**src/rtl/ahb_matrix_pkg.sv**
```systemverilog
// Shared bus-matrix encodings: AHB transfer/burst/response codes and the
// input-stage state type.
package ahb_matrix_pkg;

  localparam logic [1:0] HTRANS_IDLE   = 2'b00;
  localparam logic [1:0] HTRANS_BUSY   = 2'b01;
  localparam logic [1:0] HTRANS_NONSEQ = 2'b10;
  localparam logic [1:0] HTRANS_SEQ    = 2'b11;

  localparam logic [2:0] HBURST_SINGLE = 3'b000;
  localparam logic [2:0] HBURST_INCR   = 3'b001;
  localparam logic [2:0] HBURST_WRAP4  = 3'b010;
  localparam logic [2:0] HBURST_INCR4  = 3'b011;
  localparam logic [2:0] HBURST_WRAP8  = 3'b100;
  localparam logic [2:0] HBURST_INCR8  = 3'b101;
  localparam logic [2:0] HBURST_WRAP16 = 3'b110;
  localparam logic [2:0] HBURST_INCR16 = 3'b111;

  localparam logic HRESP_OKAY  = 1'b0;
  localparam logic HRESP_ERROR = 1'b1;

  typedef enum logic {
    ST_IDLE = 1'b0,
    ST_PEND = 1'b1
  } state_t;

endpackage

```
**src/rtl/ahb_matrix_input_stage_if.sv**
```systemverilog
// Input-stage bus bundle: master-facing *S side and matrix-facing *I side.
// slave = the input stage's view, master = the view of whatever drives it.
interface ahb_matrix_input_stage_if #(
  parameter int ADDR_W = 32,
  parameter int PROT_W = 4
);
  logic              HSELS;
  logic [ADDR_W-1:0] HADDRS;
  logic [1:0]        HTRANSS;
  logic              HWRITES;
  logic [2:0]        HSIZES;
  logic [2:0]        HBURSTS;
  logic [PROT_W-1:0] HPROTS;
  logic              HMASTLOCKS;
  logic              HREADYS;
  logic              HREADYOUTS;
  logic              HRESPS;

  logic              HSELI;
  logic [ADDR_W-1:0] HADDRI;
  logic [1:0]        HTRANSI;
  logic              HWRITEI;
  logic [2:0]        HSIZEI;
  logic [2:0]        HBURSTI;
  logic [PROT_W-1:0] HPROTI;
  logic              HMASTLOCKI;
  logic              HREADYI;

  logic              accept_dec;
  logic              readyout_dec;
  logic              resp_dec;

  modport slave (
    input  HSELS, HADDRS, HTRANSS, HWRITES, HSIZES, HBURSTS, HPROTS, HMASTLOCKS, HREADYS,
    input  accept_dec, readyout_dec, resp_dec,
    output HREADYOUTS, HRESPS,
    output HSELI, HADDRI, HTRANSI, HWRITEI, HSIZEI, HBURSTI, HPROTI, HMASTLOCKI, HREADYI
  );

  modport master (
    output HSELS, HADDRS, HTRANSS, HWRITES, HSIZES, HBURSTS, HPROTS, HMASTLOCKS, HREADYS,
    output accept_dec, readyout_dec, resp_dec,
    input  HREADYOUTS, HRESPS,
    input  HSELI, HADDRI, HTRANSI, HWRITEI, HSIZEI, HBURSTI, HPROTI, HMASTLOCKI, HREADYI
  );
endinterface

```
**src/rtl/ahb_matrix_hold_reg.sv**
```systemverilog
// Load-enabled holding register for one refused address phase.
module ahb_matrix_hold_reg #(
  parameter int ADDR_W = 32,
  parameter int PROT_W = 4
) (
  input  logic              HCLK,
  input  logic              HRESET,
  input  logic              load,
  input  logic              sel_d,
  input  logic [ADDR_W-1:0] addr_d,
  input  logic [1:0]        trans_d,
  input  logic              write_d,
  input  logic [2:0]        size_d,
  input  logic [2:0]        burst_d,
  input  logic [PROT_W-1:0] prot_d,
  input  logic              lock_d,
  output logic              sel_q,
  output logic [ADDR_W-1:0] addr_q,
  output logic [1:0]        trans_q,
  output logic              write_q,
  output logic [2:0]        size_q,
  output logic [2:0]        burst_q,
  output logic [PROT_W-1:0] prot_q,
  output logic              lock_q
);

  always_ff @(posedge HCLK) begin
    if (HRESET) begin
      sel_q   <= 1'b0;
      addr_q  <= '0;
      trans_q <= '0;
      write_q <= 1'b0;
      size_q  <= '0;
      burst_q <= '0;
      prot_q  <= '0;
      lock_q  <= 1'b0;
    end else if (load) begin
      sel_q   <= sel_d;
      addr_q  <= addr_d;
      trans_q <= trans_d;
      write_q <= write_d;
      size_q  <= size_d;
      burst_q <= burst_d;
      prot_q  <= prot_d;
      lock_q  <= lock_d;
    end
  end

endmodule

```
**src/rtl/ahb_matrix_input_stage.sv**
```systemverilog
// Bus-matrix input port front end: holds a refused address phase, stalls the
// master while it is replayed, and returns the routed slave's ready/response.
//
//   state   | meaning
//   --------+-----------------------------------------------------------
//   ST_IDLE | nothing held; address phase passes straight through
//   ST_PEND | one refused transfer held and replayed; master stalled
module ahb_matrix_input_stage
  import ahb_matrix_pkg::*;
#(
  parameter int ADDR_W = 32,
  parameter int PROT_W = 4
) (
  input logic                     HCLK,
  input logic                     HRESET,
  ahb_matrix_input_stage_if.slave bus
);

  state_t            state, state_nxt;
  logic              dphase, dphase_nxt;
  logic              hold_load;
  logic              new_tran;

  logic              hold_sel;
  logic [ADDR_W-1:0] hold_addr;
  logic [1:0]        hold_trans;
  logic              hold_write;
  logic [2:0]        hold_size;
  logic [2:0]        hold_burst;
  logic [PROT_W-1:0] hold_prot;
  logic              hold_lock;

  assign new_tran = bus.HSELS & bus.HTRANSS[1] & bus.HREADYS;

  always_ff @(posedge HCLK) begin
    if (HRESET) begin
      state  <= ST_IDLE;
      dphase <= 1'b0;
    end else begin
      state  <= state_nxt;
      dphase <= dphase_nxt;
    end
  end

  always_comb begin
    state_nxt  = state;
    dphase_nxt = dphase;
    hold_load  = 1'b0;
    case (state)
      ST_IDLE: begin
        if (new_tran) begin
          if (bus.accept_dec) begin
            dphase_nxt = 1'b1;
          end else begin
            state_nxt  = ST_PEND;
            hold_load  = 1'b1;
            dphase_nxt = 1'b0;
          end
        end else if (bus.HREADYS) begin
          dphase_nxt = 1'b0;
        end
      end
      ST_PEND: begin
        if (bus.accept_dec) begin
          state_nxt  = ST_IDLE;
          dphase_nxt = 1'b1;
        end
      end
      default: state_nxt = ST_IDLE;
    endcase
  end

  ahb_matrix_hold_reg #(.ADDR_W(ADDR_W), .PROT_W(PROT_W)) u_hold (
    .HCLK    (HCLK),
    .HRESET  (HRESET),
    .load    (hold_load),
    .sel_d   (bus.HSELS),
    .addr_d  (bus.HADDRS),
    .trans_d (bus.HTRANSS),
    .write_d (bus.HWRITES),
    .size_d  (bus.HSIZES),
    .burst_d (bus.HBURSTS),
    .prot_d  (bus.HPROTS),
    .lock_d  (bus.HMASTLOCKS),
    .sel_q   (hold_sel),
    .addr_q  (hold_addr),
    .trans_q (hold_trans),
    .write_q (hold_write),
    .size_q  (hold_size),
    .burst_q (hold_burst),
    .prot_q  (hold_prot),
    .lock_q  (hold_lock)
  );

  // Held phase is replayed with HREADYI forced high: the master-side bus is
  // stalled by us, but the output stages must still see a valid request.
  assign bus.HSELI      = (state == ST_PEND) ? hold_sel   : bus.HSELS;
  assign bus.HADDRI     = (state == ST_PEND) ? hold_addr  : bus.HADDRS;
  assign bus.HTRANSI    = (state == ST_PEND) ? hold_trans : bus.HTRANSS;
  assign bus.HWRITEI    = (state == ST_PEND) ? hold_write : bus.HWRITES;
  assign bus.HSIZEI     = (state == ST_PEND) ? hold_size  : bus.HSIZES;
  assign bus.HBURSTI    = (state == ST_PEND) ? hold_burst : bus.HBURSTS;
  assign bus.HPROTI     = (state == ST_PEND) ? hold_prot  : bus.HPROTS;
  assign bus.HMASTLOCKI = (state == ST_PEND) ? hold_lock  : bus.HMASTLOCKS;
  assign bus.HREADYI    = (state == ST_PEND) ? 1'b1       : bus.HREADYS;

  assign bus.HREADYOUTS = (state == ST_PEND) ? 1'b0 :
                          (dphase ? bus.readyout_dec : 1'b1);
  assign bus.HRESPS     = (state == ST_PEND) ? HRESP_OKAY :
                          (dphase ? bus.resp_dec : HRESP_OKAY);

  ap_no_stray_accept: assert property (@(posedge HCLK) disable iff (HRESET)
    !((state == ST_IDLE) && !new_tran && bus.accept_dec));

endmodule
```
**src/flat_wrapper.sv**
```systemverilog
// flat-port wrapper written by rule: the top's interface ports become plain ports
module ahb_matrix_input_stage_flat import ahb_matrix_pkg::*;
#(
  parameter int ADDR_W = 32,
  parameter int PROT_W = 4
)
  (HCLK, HRESET, bus_HSELS, bus_HADDRS, bus_HTRANSS, bus_HWRITES, bus_HSIZES, bus_HBURSTS, bus_HPROTS, bus_HMASTLOCKS, bus_HREADYS, bus_accept_dec, bus_readyout_dec, bus_resp_dec, bus_HREADYOUTS, bus_HRESPS, bus_HSELI, bus_HADDRI, bus_HTRANSI, bus_HWRITEI, bus_HSIZEI, bus_HBURSTI, bus_HPROTI, bus_HMASTLOCKI, bus_HREADYI);
  ahb_matrix_input_stage_if #(.ADDR_W(ADDR_W), .PROT_W(PROT_W)) bus_i ();
  input logic HCLK;
  input logic HRESET;
  input wire logic [$bits(bus_i.HSELS)-1:0] bus_HSELS;
  input wire logic [$bits(bus_i.HADDRS)-1:0] bus_HADDRS;
  input wire logic [$bits(bus_i.HTRANSS)-1:0] bus_HTRANSS;
  input wire logic [$bits(bus_i.HWRITES)-1:0] bus_HWRITES;
  input wire logic [$bits(bus_i.HSIZES)-1:0] bus_HSIZES;
  input wire logic [$bits(bus_i.HBURSTS)-1:0] bus_HBURSTS;
  input wire logic [$bits(bus_i.HPROTS)-1:0] bus_HPROTS;
  input wire logic [$bits(bus_i.HMASTLOCKS)-1:0] bus_HMASTLOCKS;
  input wire logic [$bits(bus_i.HREADYS)-1:0] bus_HREADYS;
  input wire logic [$bits(bus_i.accept_dec)-1:0] bus_accept_dec;
  input wire logic [$bits(bus_i.readyout_dec)-1:0] bus_readyout_dec;
  input wire logic [$bits(bus_i.resp_dec)-1:0] bus_resp_dec;
  output wire logic [$bits(bus_i.HREADYOUTS)-1:0] bus_HREADYOUTS;
  output wire logic [$bits(bus_i.HRESPS)-1:0] bus_HRESPS;
  output wire logic [$bits(bus_i.HSELI)-1:0] bus_HSELI;
  output wire logic [$bits(bus_i.HADDRI)-1:0] bus_HADDRI;
  output wire logic [$bits(bus_i.HTRANSI)-1:0] bus_HTRANSI;
  output wire logic [$bits(bus_i.HWRITEI)-1:0] bus_HWRITEI;
  output wire logic [$bits(bus_i.HSIZEI)-1:0] bus_HSIZEI;
  output wire logic [$bits(bus_i.HBURSTI)-1:0] bus_HBURSTI;
  output wire logic [$bits(bus_i.HPROTI)-1:0] bus_HPROTI;
  output wire logic [$bits(bus_i.HMASTLOCKI)-1:0] bus_HMASTLOCKI;
  output wire logic [$bits(bus_i.HREADYI)-1:0] bus_HREADYI;
  assign bus_i.HSELS = bus_HSELS;
  assign bus_i.HADDRS = bus_HADDRS;
  assign bus_i.HTRANSS = bus_HTRANSS;
  assign bus_i.HWRITES = bus_HWRITES;
  assign bus_i.HSIZES = bus_HSIZES;
  assign bus_i.HBURSTS = bus_HBURSTS;
  assign bus_i.HPROTS = bus_HPROTS;
  assign bus_i.HMASTLOCKS = bus_HMASTLOCKS;
  assign bus_i.HREADYS = bus_HREADYS;
  assign bus_i.accept_dec = bus_accept_dec;
  assign bus_i.readyout_dec = bus_readyout_dec;
  assign bus_i.resp_dec = bus_resp_dec;
  assign bus_HREADYOUTS = bus_i.HREADYOUTS;
  assign bus_HRESPS = bus_i.HRESPS;
  assign bus_HSELI = bus_i.HSELI;
  assign bus_HADDRI = bus_i.HADDRI;
  assign bus_HTRANSI = bus_i.HTRANSI;
  assign bus_HWRITEI = bus_i.HWRITEI;
  assign bus_HSIZEI = bus_i.HSIZEI;
  assign bus_HBURSTI = bus_i.HBURSTI;
  assign bus_HPROTI = bus_i.HPROTI;
  assign bus_HMASTLOCKI = bus_i.HMASTLOCKI;
  assign bus_HREADYI = bus_i.HREADYI;
  ahb_matrix_input_stage #(.ADDR_W(ADDR_W), .PROT_W(PROT_W)) u_core (.HCLK(HCLK), .HRESET(HRESET), .bus(bus_i));
endmodule
```
**config.mk**
```make
export PLATFORM = sky130hd
export DESIGN_NAME = ahb_matrix_input_stage_flat
export DESIGN_NICKNAME = d
export VERILOG_FILES = /design/src/rtl/ahb_matrix_pkg.sv /design/src/rtl/ahb_matrix_input_stage_if.sv /design/src/rtl/ahb_matrix_hold_reg.sv /design/src/rtl/ahb_matrix_input_stage.sv /design/src/flat_wrapper.sv
export SDC_FILE = /design/constraint.sdc
export NUM_CORES = 1
export LEC_CHECK = 0
export CAP_MARGIN = 10
export CORE_ASPECT_RATIO = 1.5
export CORE_MARGIN = 3
export CORE_UTILIZATION = 40
export DETAILED_ROUTE_END_ITERATION = 10
export PLACE_DENSITY = 0.76
export SYNTH_ARGS = -nofsm -noshare
export SYNTH_HDL_FRONTEND = slang
export SYNTH_SLANG_ARGS = --single-unit
```
**constraint.sdc**
```tcl
create_clock -name HCLK -period 1.2 [get_ports HCLK]
set_input_delay 0.36 -clock HCLK [delete_from_list [all_inputs] [get_ports HCLK]]
set_output_delay 0.36 -clock HCLK [all_outputs]
set_load 0.01 [all_outputs]
```
# Yosys cells after proc, flatten, opt, wreduce, memory -nomap -nowiden
# Index checks and enable logic that the tools add are counted.
# word_totals
regBits	49
in_bits	53
output_inout_bits	50
elab_cells	38
# op_classes
eq_ne	2
n_mux	22
bitwise	3
n_reduce_logical	1
# ops
operator	count
$mux 32	1
$mux 1	15
$mux 3	2
$mux 4	1
$pmux 1 s2	2
$ne 3x2->1 const B	1
$and 1x1->1	2
$mux 2	1
$ne 2x2->1 const B	1
$reduce_and 2->1	1
$not 1->1	1

# Depth between registers and ports, before layout
# logic_depth
word_depth	4
depth_mapped	6
ltp_nobuf	3

# Modules after synthesis
# Synthesis repeated with hierarchy kept, for this count alone.
# hier_totals
hier_cells	218
area_unflattened_um2	2596.2
# modules_own_cells
module	instances	cells_each	area_each_um2	seq_area_each_um2
ahb_matrix_hold_reg	1	151	1686.6	940.9
ahb_matrix_input_stage	1	67	909.6	40.0

# Worst setup path after synthesis
# Ideal clock, no wire load.
# synth_timing
path_kind	register to output
start	register u_core.state
end	output port bus_HADDRI[0]
arrival_ns	0.977
t_required_ns	0.840
setup_slack_ns	-0.137
path_stages_with_launch	4
n_path_buf	2
cell_sequence	dfxtp_1 buf_6 buf_2 mux2_2
# synth_via
elab_chain_cells	1
# synth_rtl
item	line_no	source
from (decl)	ahb_matrix_input_stage.sv:19	state_t state, state_nxt;
from (signal assigned)	ahb_matrix_input_stage.sv:40	state <= state_nxt;
$mux 32	ahb_matrix_input_stage.sv:98	assign bus.HADDRI = (state == ST_PEND) ? hold_addr : bus.HADDRS;
to (decl)	flat_wrapper.sv:26	output wire logic [$bits(bus_i.HADDRI)-1:0] bus_HADDRI;
# Every way passes these cells.

# Worst setup path in the final report
# layout_timing
start	register u_core.state
end	output port bus_HADDRI[26]
# The elaborated chain is that of the path after synthesis.

==> flow_summary.yaml <==
power:
  power.share.clock_pct: 28.4
  cellPowerDensity_mw_per_mm2: 794.4
  vdd_drop_max_uv: 587.7
  p_leak_nw: 1.961
  seq_power_share_pct: 44.4
  p_int_mw: 2.866
  switching_share_pct: 24.45
  switchingPower_mw: 0.9272
  combPwrFrac_pct: 27.2
  power_mw: 3.793
synth:
  synth_top_area_share_pct: 35.51
  yosysUniqueCellTypes: 21
  yosys_most_used_dff: "dfxtp_1"
  synth_compound_area_share_pct: 1.495
  synth_top_family_by_area: "multiplexers"
  synth_nets: 318
  synthXorXnorAreaFrac_pct: 0
  synthSimpleGateAreaFrac_pct: 22.55
  async_flop_share_pct: 0
  yosysSeqAreaShare_pct: 35.51
  synth.area.mux_share_pct: 35.46
  synth_edf_count: 0
  synth_cells: 265
  ys_warn_count: 0
  syn_area_mm2: 0.002763
  ys_ff_latch: 49
  synth_fa_ha_area_share_pct: 0
  synth_area_leaders: "dfxtp_1 36%, nand2b_1 20%, mux2_2 19%"
  synth.avg_cell_area_um2: 10.43
  yosys.area.top_type: "dfxtp_1"
routing:
  drt_wl_total_mm: 7.997
  viasPerCell: 4.917
  antenna_left: 0
  drc_errors: 0
  wl_per_cell_um: 16.66
  vias: 2360
  drt_pass1_iterations: 4
  drt_iter0_drc: 74
critical_path:
  path_class: "reg -> out"
  critPathRequiredTime_ns: 0.84
  arrival_ns: 1.41
  cp-end-kind: "primary output"
  cp-start-kind: "flip-flop"
  cp_max_fo: 7
cells_and_area:
  diodes: 0
  drive_gt1_share_pct: 40.84
  area_delta_synth_final_pct: 72.83
  layout_common_cells: "90 x nand2b_1, 60 x buf_6, 51 x clkdlybuf4s50_1, 48 x dfxtp_1, 47 x mux2_4"
  finalNetCount: 456
  final_cell_area_mm2: 0.004775
  layout_commonest_cell: "nand2b_1"
clocking:
  path_clk_slew_ns: 0.09
  cts_made_buffers: 5
  ctsRootBufferMaster: "clkbuf_8"
  tritoncts: "yes"
  htreeDepth: 2
  cts_sinks: 49
  insertion_delay_ns: 0.30
  clk_path_buf_depth: 2
  hold_buffers: 0
sta:
  worst_pin_slew_ns: 0.1802
  fmax_ghz: 0.5661
  min_period_over_period_pct: 147.2
  relSlewSlack_pct: 87.64
  slew_violations: 0
  hold_violations: 0
  period_minus_slack_ns: 1.766
  rsz0062_at_grt: "true"
  finalClockSkew_ns: 0.004132
  setup_violations: 99
  layout_setup_ws_ns: -0.5663
  setup_tns_ns: -48.53
place:
  dpl_cell_area_mm2: 0.004093
  dp_hpwl_mm: 4.735
  place_congestion: 0.7793
  pre_cts_ws_ns: -0.7444
  numPortBuffers: 102
floorplan:
  die_w_um: 73.86
  num_rows: 36
  initial_core_util_pct: 41.72
  core-area_mm2: 0.006621
  die_area_mm2: 0.007960
  top_level_ports: 103
  dieHeight_um: 107.8
run_status:
  violations: "setup timing"
  status: "finished, violations left"
global_routing:
  grt_pass1_vias: 2568
  grt_max_degree: 69
  grt.total_usage_pct: 21.27
  grt_overflow: 0
  grt_pass1_wl_mm: 12.97
  antenna_found_initial: 0
run:
  maxCapViolCount: 0
min_path:
  hold_path.class: "reg -> reg"
[flip-flops by register name, indices dropped and copies added (netlist names)]
register	cells
u_core.u_hold.lock_q	1
u_core.u_hold.burst_q	3
u_core.u_hold.addr_q	32
u_core.state	1
u_core.u_hold.write_q	1
u_core.u_hold.size_q	3
u_core.u_hold.sel_q	1
u_core.u_hold.trans_q	2
u_core.u_hold.prot_q	4
u_core.dphase	1
[power groups by stage]
stage,clock network [mW],logic (mW),registers (mW)
global placement,0,0.847,1.72
detailed placement,0,0.860,1.72
global route,1.18,1.10,1.69
floorplan,0,0.373,1.71
CTS,1.12,1.04,1.68
finish,1.08,1.03,1.68
[layer usage]
| layer | vias up | routed length [um] | GRT usage, % | part of all wire, % |
|---|---|---|---|---|
| li1 | 1164 | - | - | - |
| met1 | 1110 | 3083 | 24.14 | 39 |
| met2 | 69 | 4373 | 38.64 | 55 |
| met3 | 17 | 340 | 3.551 | 4.3 |
| met4 | 0 | 199 | 7.642 | 2.5 |
| met5 | - | 0 | 0 | 0 |
[cell type report]
cell class,count,area [um^2]
Timing Repair Buffer,152,1732
Fill cell,463,1847
Multi-Input combinational cell,194,1858
Clock inverter,1,5.005
Inverter,1,3.754
Sequential cell,49,984.7
Tap cell,76,95.09
Clock buffer,7,96.34
[critical path, stage by stage (launching register included)]
cell and delay (ns):
dfxtp_4 0.39, buf_6 0.13, buf_12 0.14, mux2_4 0.32, buf_6 0.12
[logic make-up (layout without fill, tap and decap cells)]
group,Yosys count,count (layout)
and+or+nand+nor,97,97
muxes,92,92
AOI/OAI and AO/OA,5,5
DFF,49,49
buffers and inverters,22,161
[final timing paths]
path,end,from,cells after the start,slack (ns)
max,bus_HADDRI[26],u_core.state$_SDFF_PP0_,4,-0.57
min,u_core.u_hold.prot_q[2]$_SDFFE_PP0P_,u_core.u_hold.prot_q[2]$_SDFFE_PP0P_,2,0.48
max reg2reg,u_core.u_hold.addr_q[25]$_SDFFE_PP0P_,u_core.state$_SDFF_PP0_,9,-0.55
min reg2reg,u_core.u_hold.prot_q[2]$_SDFFE_PP0P_,u_core.u_hold.prot_q[2]$_SDFFE_PP0P_,2,0.48
[timing repair]
item / 4_1_cts / 5_1_grt
setup endpoints to repair: 97 / 99
pin swaps: 0 / 1
gates cloned: 9 / 0
buffers inserted: 15 / 3
gates resized for setup: 312 / 8
[cell usage after synthesis, types with 2 or more instances]
cell	instances
dfxtp_1	49
mux2i_1	45
buf_8	2
clkbuf_1	10
nand2b_1	90
o21ba_1	2
mux2_2	47
buf_2	5
buf_6	3
[metrics by stage]
stage                     cells  hold WS (ns)  utilization, %
after floorplan             265        0.4287               -
after global placement      452        0.4504           61.81
after detailed placement    452        0.4600           61.81
after CTS                   483        0.4817           73.19
after global routing        480        0.4987           72.11
final                       480        0.4799           72.11
No activity file was read; power rests on OpenSTA's default activity.
